## src/rtl/alu_issue.sv

```systemverilog
// RV32I ALU-op decoder feeding a two-entry skid buffer; outputs are the final
// ALU operands/control, registered so the ALU sees no decode logic in its path.
module alu_issue (
  input  logic        clk,
  input  logic        rst_n,
  input  logic        in_valid,
  output logic        in_ready,
  input  logic [31:0] instr,
  input  logic [31:0] pc,
  input  logic [31:0] rs1_data,
  input  logic [31:0] rs2_data,
  input  logic        flush,
  output logic        out_valid,
  input  logic        out_ready,
  output logic [31:0] alu_a,
  output logic [31:0] alu_b,
  output logic [4:0]  alu_ctrl,
  output logic [4:0]  rd,
  output logic        illegal
);

  // state | meaning
  // EMPTY | nothing buffered, outputs invalid
  // ONE   | main register holds the output entry
  // TWO   | main register plus skid register full, input stalled
  typedef enum logic [1:0] {EMPTY, ONE, TWO} state_t;

  localparam logic [4:0] OP_ADD  = 5'd0;
  localparam logic [4:0] OP_SUB  = 5'd1;
  localparam logic [4:0] OP_AND  = 5'd2;
  localparam logic [4:0] OP_OR   = 5'd3;
  localparam logic [4:0] OP_XOR  = 5'd4;
  localparam logic [4:0] OP_SLL  = 5'd5;
  localparam logic [4:0] OP_SRL  = 5'd6;
  localparam logic [4:0] OP_SRA  = 5'd7;
  localparam logic [4:0] OP_SLT  = 5'd8;
  localparam logic [4:0] OP_SLTU = 5'd9;

  localparam logic [6:0] OPC_R     = 7'b0110011;
  localparam logic [6:0] OPC_I     = 7'b0010011;
  localparam logic [6:0] OPC_LUI   = 7'b0110111;
  localparam logic [6:0] OPC_AUIPC = 7'b0010111;
  localparam logic [6:0] F7_ZERO   = 7'b0000000;
  localparam logic [6:0] F7_ALT    = 7'b0100000;

  state_t      state;
  logic [6:0]  opcode;
  logic [2:0]  funct3;
  logic [6:0]  funct7;
  logic        dec_ok;
  logic [4:0]  dec_op;
  logic [31:0] dec_a_raw;
  logic [31:0] dec_b_raw;
  logic [31:0] dec_a;
  logic [31:0] dec_b;
  logic [4:0]  dec_ctrl;
  logic        dec_ill;
  logic [31:0] sk_a;
  logic [31:0] sk_b;
  logic [4:0]  sk_ctrl;
  logic [4:0]  sk_rd;
  logic        sk_ill;
  logic        accept;
  logic        drain;

  assign opcode = instr[6:0];
  assign funct3 = instr[14:12];
  assign funct7 = instr[31:25];

  always_comb begin
    dec_ok    = 1'b0;
    dec_op    = OP_ADD;
    dec_a_raw = rs1_data;
    dec_b_raw = rs2_data;
    case (opcode)
      OPC_R: begin
        case (funct3)
          3'b000: begin
            dec_ok = (funct7 == F7_ZERO) || (funct7 == F7_ALT);
            dec_op = funct7[5] ? OP_SUB : OP_ADD;
          end
          3'b001: begin dec_ok = (funct7 == F7_ZERO); dec_op = OP_SLL;  end
          3'b010: begin dec_ok = (funct7 == F7_ZERO); dec_op = OP_SLT;  end
          3'b011: begin dec_ok = (funct7 == F7_ZERO); dec_op = OP_SLTU; end
          3'b100: begin dec_ok = (funct7 == F7_ZERO); dec_op = OP_XOR;  end
          3'b101: begin
            dec_ok = (funct7 == F7_ZERO) || (funct7 == F7_ALT);
            dec_op = funct7[5] ? OP_SRA : OP_SRL;
          end
          3'b110: begin dec_ok = (funct7 == F7_ZERO); dec_op = OP_OR;   end
          default: begin dec_ok = (funct7 == F7_ZERO); dec_op = OP_AND; end
        endcase
      end
      OPC_I: begin
        dec_b_raw = {{20{instr[31]}}, instr[31:20]};
        case (funct3)
          3'b000: begin dec_ok = 1'b1; dec_op = OP_ADD;  end
          3'b010: begin dec_ok = 1'b1; dec_op = OP_SLT;  end
          3'b011: begin dec_ok = 1'b1; dec_op = OP_SLTU; end
          3'b100: begin dec_ok = 1'b1; dec_op = OP_XOR;  end
          3'b110: begin dec_ok = 1'b1; dec_op = OP_OR;   end
          3'b111: begin dec_ok = 1'b1; dec_op = OP_AND;  end
          3'b001: begin
            dec_ok    = (funct7 == F7_ZERO);
            dec_op    = OP_SLL;
            dec_b_raw = {27'd0, instr[24:20]};
          end
          default: begin
            dec_ok    = (funct7 == F7_ZERO) || (funct7 == F7_ALT);
            dec_op    = funct7[5] ? OP_SRA : OP_SRL;
            dec_b_raw = {27'd0, instr[24:20]};
          end
        endcase
      end
      OPC_LUI: begin
        dec_ok    = 1'b1;
        dec_a_raw = 32'd0;
        dec_b_raw = {instr[31:12], 12'h000};
      end
      OPC_AUIPC: begin
        dec_ok    = 1'b1;
        dec_a_raw = pc;
        dec_b_raw = {instr[31:12], 12'h000};
      end
      default: dec_ok = 1'b0;
    endcase
  end

  // Illegal entries still flow through, but with zeroed operands and control.
  assign dec_ill  = ~dec_ok;
  assign dec_a    = dec_ok ? dec_a_raw : 32'd0;
  assign dec_b    = dec_ok ? dec_b_raw : 32'd0;
  assign dec_ctrl = dec_ok ? dec_op : OP_ADD;

  assign accept = in_valid & in_ready;
  assign drain  = out_valid & out_ready;

  always_ff @(posedge clk or negedge rst_n) begin
    if (!rst_n) begin
      state     <= EMPTY;
      out_valid <= 1'b0;
      in_ready  <= 1'b1;
      alu_a     <= 32'd0;
      alu_b     <= 32'd0;
      alu_ctrl  <= 5'd0;
      rd        <= 5'd0;
      illegal   <= 1'b0;
      sk_a      <= 32'd0;
      sk_b      <= 32'd0;
      sk_ctrl   <= 5'd0;
      sk_rd     <= 5'd0;
      sk_ill    <= 1'b0;
    end else if (flush) begin
      state     <= EMPTY;
      out_valid <= 1'b0;
      in_ready  <= 1'b1;
    end else begin
      case (state)
        EMPTY: begin
          if (accept) begin
            alu_a     <= dec_a;
            alu_b     <= dec_b;
            alu_ctrl  <= dec_ctrl;
            rd        <= instr[11:7];
            illegal   <= dec_ill;
            state     <= ONE;
            out_valid <= 1'b1;
          end
        end
        ONE: begin
          if (accept && drain) begin
            alu_a    <= dec_a;
            alu_b    <= dec_b;
            alu_ctrl <= dec_ctrl;
            rd       <= instr[11:7];
            illegal  <= dec_ill;
          end else if (accept) begin
            sk_a     <= dec_a;
            sk_b     <= dec_b;
            sk_ctrl  <= dec_ctrl;
            sk_rd    <= instr[11:7];
            sk_ill   <= dec_ill;
            state    <= TWO;
            in_ready <= 1'b0;
          end else if (drain) begin
            state     <= EMPTY;
            out_valid <= 1'b0;
          end
        end
        TWO: begin
          if (drain) begin
            alu_a    <= sk_a;
            alu_b    <= sk_b;
            alu_ctrl <= sk_ctrl;
            rd       <= sk_rd;
            illegal  <= sk_ill;
            state    <= ONE;
            in_ready <= 1'b1;
          end
        end
        default: begin
          state     <= EMPTY;
          out_valid <= 1'b0;
          in_ready  <= 1'b1;
        end
      endcase
    end
  end

endmodule

```

## config.mk

```make
export PLATFORM = sky130hd
export DESIGN_NAME = alu_issue
export DESIGN_NICKNAME = d
export VERILOG_FILES = /design/src/rtl/alu_issue.sv
export SDC_FILE = /design/constraint.sdc
export NUM_CORES = 1
export LEC_CHECK = 0
export CORE_ASPECT_RATIO = 0.9
export CORE_UTILIZATION = 45
export CTS_BUF_LIST = sky130_fd_sc_hd__clkbuf_4
export CTS_CLUSTER_DIAMETER = 80
export DETAILED_ROUTE_END_ITERATION = 10
export PLACE_DENSITY = 0.79
export REMOVE_ABC_BUFFERS = 1
export SYNTH_ARGS = -nofsm -noshare
export SYNTH_HDL_FRONTEND = slang
export SYNTH_SLANG_ARGS = --single-unit
```

## constraint.sdc

```tcl
create_clock -name clk -period 2.23 [get_ports clk]
set_clock_uncertainty 0.2 [all_clocks]
set_input_delay 0.446 -clock clk [delete_from_list [all_inputs] [get_ports clk]]
set_output_delay 0.446 -clock clk [all_outputs]
set_load 0.01 [all_outputs]
```

==> impl_metrics.yaml, run 1 <==
status:
  status: "finished with violations"
  violations: "negative setup slack"
synth:
  ys_types: 56
  yosys-top-cells-count: "dfrtp_1 (151), o31ai_1 (104), nand2_1 (89), mux2i_1 (72), and2_1 (48)"
  yosys.area.top_type: "dfrtp_1"
  yosysTopAreaCellShare_pct: 48.07
  postSynthAreaPerCell_um2: 9.976
  async_reset_ff_share_pct: 100.0
  yosysSeqAreaShare_pct: 48.40
  synthTopCellsByArea: "dfrtp_1 (48%), o31ai_1 (9.9%), mux2i_1 (9.2%), nand2_1 (4.2%), and2_1 (3.8%)"
  ys_seq_elements: 152
  synth-edff-count: 0
  synth_area_mm2: 0.007861
  ys_warn_count: 0
  netlist_instances: 788
  yosys_most_used_dff: "dfrtp_1"
  synth_most_common_cell: "dfrtp_1"
power_and_ir_drop:
  powerDensity_mw_per_mm2: 633.6
  power_leakage_nw: 4.811
  power.ir.vdd_worst_mv: 0.4077
critical_path:
  crit_path_top_delay_cell: "or4_1"
  max_stage_delay_ps: 540
  worst_ep_required_time_ps: 2530
  worst_r2r_startpoint: "in_ready"
  worstPathMaxFanout: 7
  path_cells: "clkdlybuf4s50_1, nor4_4, o2111a_1, a211oi_4, buf_4, or4_1, a21oi_2"
  crit_arrival_ps: 2570
  critPathCaptureType: "register"
  crit_type: "primary input to register"
  cp_num_buf_inv: 2
  worstSetupStartpointType: "primary input"
  crit_path_start: "instr[25]"
  critPathTopFamily: "simple AND/OR/NAND/NOR gates"
clock_network:
  cts_buffers: 17
  cts_tree: "done"
  insertion_delay_ps: 570
  cts_max_path_buffers: 2
  cts_sinks: 152
  htree_num_levels: 4
  clkTransAtPathRegs_ps: 130
  clock-root-buffer: "clkbuf_4"
cells_and_area:
  layout-drive-gt1-share_pct: 15.30
  areaGrowthSynthToFinish_pct: 42.54
  fin_cells: 1275
  fin_nets: 1159
grt:
  grt_pass1_wl_um: 35130
  antenna_found_initial: 1
  grt_max_degree: 58
  overflow: 0
  grt_pass1_vias: 6789
  gr-usage-all-layers_pct: 25.30
detailed_routing:
  viasPerCell: 5.529
  drt_wl_total_um: 22910
  firstDrtPassIters: 6
  drtAntennaViolNets: 0
  num_vias: 7049
  wl_per_cell_um: 17.97
  drtIter0Drc: 436
  drc: 0
floorplan:
  die_h_um: 127.4
  die_w_um: 141.3
  fp.coreArea_mm2: 0.01700
  rows: 45
  pin_count: 210
  dieArea_mm2: 0.01800
  start_util_pct: 46.23
timing:
  period_needed_ps: 2277
  layout_setup_ws_ps: -46.55
  timing.final.hold_violations: 0
  max_freq_ghz: 0.4393
  period_share_pct: 102.1
  rsz0062_at_grt: "true"
  slew_violations: 0
  setup_viol: 4
place:
  port_buffers: 208
  dp_hpwl_um: 15680
  dpl.cell_count: 1231
  gp_congestion: 0.8794
  pre_cts_ws_ps: -624.6
run:
  drv_cap: 0
worst_hold_path:
  hp-class: "primary input to async pin"
==> path summary, 6_finish.rpt <==
check	slack, ps	cells past startpoint	end
min	180	2	alu_a[25]
max in group asynchronous	1040	3	alu_a[5]
max reg2reg	60	8	alu_b[8]
min reg2reg	280	2	sk_a[20]
min in group clk	260	3	rd[2]
max	-50	7	alu_b[8]
==> state kept, by name (all words and copies together) (netlist names) <==
signal     flops
alu_a         32
alu_b         32
alu_ctrl       4
illegal        1
in_ready       1
out_valid      1
rd             5
sk_a          32
sk_b          32
sk_ctrl        4
sk_ill         1
sk_rd          5
state          2
==> cell type report <==
class / count / area, µm²
clock buffers: 20 / 150.1
flip-flops and latches: 152 / 3805
multi-input cells: 555 / 3829
clock inverters: 12 / 85.08
diodes: 1 / 2.502
fillers: 1400 / 5798
well taps: 235 / 294.0
inverters: 5 / 18.77
repair buffers: 295 / 3022
==> what timing repair did <==
action                                  4_1_cts  5_1_grt
gates cloned                                  0        2
setup buffers                                 2        6
resized for setup                             3       43
hold buffers                                  1        0
endpoints found under the setup margin        7       94
hold endpoints to repair                    112        0
pin swaps                                     0        4
==> report_power, final <==
part	switching (mW)	internal, mW
combinational	1.02	1.20
sequential	0.233	3.12
clock	0.962	0.563
total	2.21	4.89
==> cell usage in the layout (no fill, tap or decap), drive strengths merged, types with 33 or more instances in the layout <==
cell	n
clkdlybuf4s50	185
dfrtp	151
o31ai	104
nand2	89
buf	86
mux2i	72
and2	48
nor2	44
a21oi	39
nor2b	33
==> logic make-up after synthesis <==
logic type,synth area share [%]
simple gates,16.33
xor+xnor,0.1114
other cells,0.04770
compound gates,20.23
mux,10.03
buf+inv,4.854
flops,48.40
==> metal layers <==
| metal | vias to the layer above | track usage [%] | part of all wire [%] |
|---|---|---|---|
| met5 | - | 0 | 0 |
| met3 | 38 | 5.810 | 7.1 |
| li1 | 3351 | - | - |
| met4 | 0 | 9.910 | 2.4 |
| met2 | 287 | 40.24 | 48 |
| met1 | 3373 | 33.63 | 43 |
==> worst reg2reg max path, delay by kind of cell (launching register included) <==
family | cells | cell delay [ps]
AOI/OAI and AO/OA | 4 | 630
DFF | 1 | 560
buffers and inverters | 3 | 530
and+or+nand+nor | 1 | 140
==> metrics by stage <==
step	area, µm²	utilization [%]	setup TNS (ps)	total power, mW	hold WS [ps]
after floorplan	7498	-	-267370	4.231	-49.59
after CTS	10940	64.33	0	7.085	163.1
after global routing	11210	65.90	-226.3	7.465	173.9
final	11210	65.90	-85.08	7.100	179.4
after detailed placement	10670	62.77	-70970	5.558	222.2
after global placement	10670	62.77	-65270	5.515	227.2
No activity file was read; power rests on OpenSTA's default activity.
==> run 2: changes to the inputs <==
--- a/config.mk
+++ b/config.mk
@@ -12,6 +12,7 @@
 export DETAILED_ROUTE_END_ITERATION = 10
 export PLACE_DENSITY = 0.79
 export REMOVE_ABC_BUFFERS = 1
+export SETUP_SLACK_MARGIN = 0.05
 export SYNTH_ARGS = -nofsm -noshare
 export SYNTH_HDL_FRONTEND = slang
 export SYNTH_SLANG_ARGS = --single-unit
==> impl_metrics.yaml, run 2 (same netlist as run 1, synthesis figures left out) <==
critical_path:
  r2r_end: "alu_a[29]"
  ff2ff_path_depth: 6
  rrSetupSlack_ps: 120
  crit_path_top_delay_cell: "or4_1"
  max_stage_delay_ps: 510
  path_cells: "clkdlybuf4s50_1, nor4_4, o2111a_2, a211oi_4, buf_4, or4_1, a31oi_1"
  crit_arrival_ps: 2540
  worst_ep_required_time_ps: 2530
  worst_r2r_startpoint: "state[1]"
  worstPathMaxFanout: 7
  worstSetupStartpointType: "primary input"
  crit_type: "primary input to register"
  critPathCaptureType: "register"
power_and_ir_drop:
  power_leakage_nw: 5.315
  power.ir.vdd_worst_mv: 0.3950
  powerDensity_mw_per_mm2: 617.5
detailed_routing:
  wirelength_met1_um: 9807
  drtAntennaViolNets: 0
  drtIter0Drc: 498
  drc: 0
  viasPerCell: 5.554
  firstDrtPassIters: 7
  top_layer: "met4"
  num_vias: 7098
  met3WireLength_um: 1704
  wl_met2_um: 10830
  wl_per_cell_um: 17.90
  drt_wl_total_um: 22880
cells_and_area:
  areaGrowthSynthToFinish_pct: 43.37
  fin_cells: 1278
  multi_input_area_mm2: 0.003865
  seq_area_mm2: 0.003805
  fin_nets: 1162
  layout_commonest_cell: "dfrtp_1"
  layout-drive-gt1-share_pct: 16.51
  fillers: 1387
  layout_common_cells: "dfrtp_1 (151), clkdlybuf4s50_1 (128), o31ai_1 (93)"
clock_network:
  clkTransAtPathRegs_ps: 130
  cts_max_path_buffers: 2
  insertion_delay_ps: 570
  cts_tree: "done"
  clock-root-buffer: "clkbuf_4"
  htree_num_levels: 4
  cts_buffers: 17
  cts_sinks: 152
timing:
  final.setup.tns_ps: -13.27
  setup_viol: 2
  max_freq_ghz: 0.4462
  slew_violations: 0
  period_needed_ps: 2241
  timing.final.hold_violations: 0
  layout_setup_ws_ps: -10.90
  period_share_pct: 100.5
  rsz0062_at_grt: "true"
place:
  port_buffers: 208
  gp_congestion: 0.8794
  dpl.cell_count: 1231
  dp_hpwl_um: 15680
floorplan:
  start_util_pct: 46.23
  dieArea_mm2: 0.01800
  die_h_um: 127.4
  rows: 45
  pin_count: 210
  fp.coreArea_mm2: 0.01700
  die_w_um: 141.3
grt:
  grt_pass1_vias: 6789
  gr-usage-all-layers_pct: 25.31
  overflow: 0
  antenna_found_initial: 1
  grt_max_degree: 58
  grt_pass1_wl_um: 35150
run:
  drv_cap: 0
status:
  violations: "negative setup slack"
  status: "finished with violations"
worst_hold_path:
  hp-class: "primary input to async pin"
## run 2: changes by cell type in the layout (fill, tap and decap cells not counted), sizes merged
cell | before | now
buf | 86 | 90
clkbuf | 22 | 21
dlymetal6s2s | 19 | 43
dlygate4sd2 | 2 | 35
clkdlybuf4s50 | 185 | 128
## run 2: metal layers
metal  GRT usage (%)  up-vias
li1                -     3349
met1           33.65     3412
met2           40.24      297
met3           5.810       40
met4           9.910        0
met5               0        -
## run 2: worst max path at each step
| stage | from | to | slack, ps |
|---|---|---|---|
| floorplan | in_ready | sk_b[11] | -3240 |
| global placement | instr[30] | alu_b[16] | -590 |
| detailed placement | instr[14] | alu_b[22] | -620 |
| CTS | instr[25] | alu_a[27] | 50 |
| global route | instr[26] | alu_b[8] | 7 |
| finish | instr[26] | alu_ctrl[3] | -10 |
## run 2: layout make-up
type                       count  area share [%]
timing repair buffer         298           27.06
antenna                        1         0.02220
clock buffer                  20           1.332
inverter                       5          0.1665
tap                          235           2.609
clock inverter                12          0.7549
sequential                   152           33.76
multi-input combinational    555           34.29
## run 2: repair_timing
action | CTS | global route
hold buffers | 1 | 0
endpoints found under the hold margin | 112 | 0
cloned | 0 | 1
endpoints found under the setup margin | 88 | 164
setup buffers | 2 | 10
pin swaps | 0 | 7
gates resized for setup | 36 | 76
## run 2: worst max-delay path, delay by kind of cell
kind / cells / cell delay [ps]
simple gates: 2 / 890
buf+inv: 2 / 640
compound gates: 3 / 550
## run 2: power by group
group,leakage [nW],total (mW),switching (mW),internal (mW)
sequential,2.03,3.35,0.226,3.12
combinational,3.16,2.09,1.01,1.08
clock,0.132,1.52,0.958,0.563
total,5.32,6.96,2.20,4.76
## run 2: stage by stage
stage / worst slack [ps] / instance area, µm² / hold slack (ps) / total power [mW] / util, %
3_5_place_dp: -624.6 / 10670 / 222.2 / 5.558 / 62.77
3_3_place_gp: -585.6 / 10670 / 227.2 / 5.515 / 62.77
5_1_grt: 6.672 / 11270 / 173.4 / 7.315 / 66.28
4_1_cts: 50.70 / 10900 / 163.1 / 6.988 / 64.09
6_report: -10.90 / 11270 / 182.3 / 6.960 / 66.28
2_1_floorplan: -3239 / 7498 / -49.59 / 4.231 / -
==> run 3: changes to the inputs <==
--- a/config.mk
+++ b/config.mk
@@ -5,6 +5,7 @@
 export SDC_FILE = /design/constraint.sdc
 export NUM_CORES = 1
 export LEC_CHECK = 0
+export ABC_CLOCK_PERIOD_IN_PS = 2230
 export CORE_ASPECT_RATIO = 0.9
 export CORE_UTILIZATION = 45
 export CTS_BUF_LIST = sky130_fd_sc_hd__clkbuf_4
==> results of run 3 <==
Final layout, timing and power as in run 2 (identical DEF).
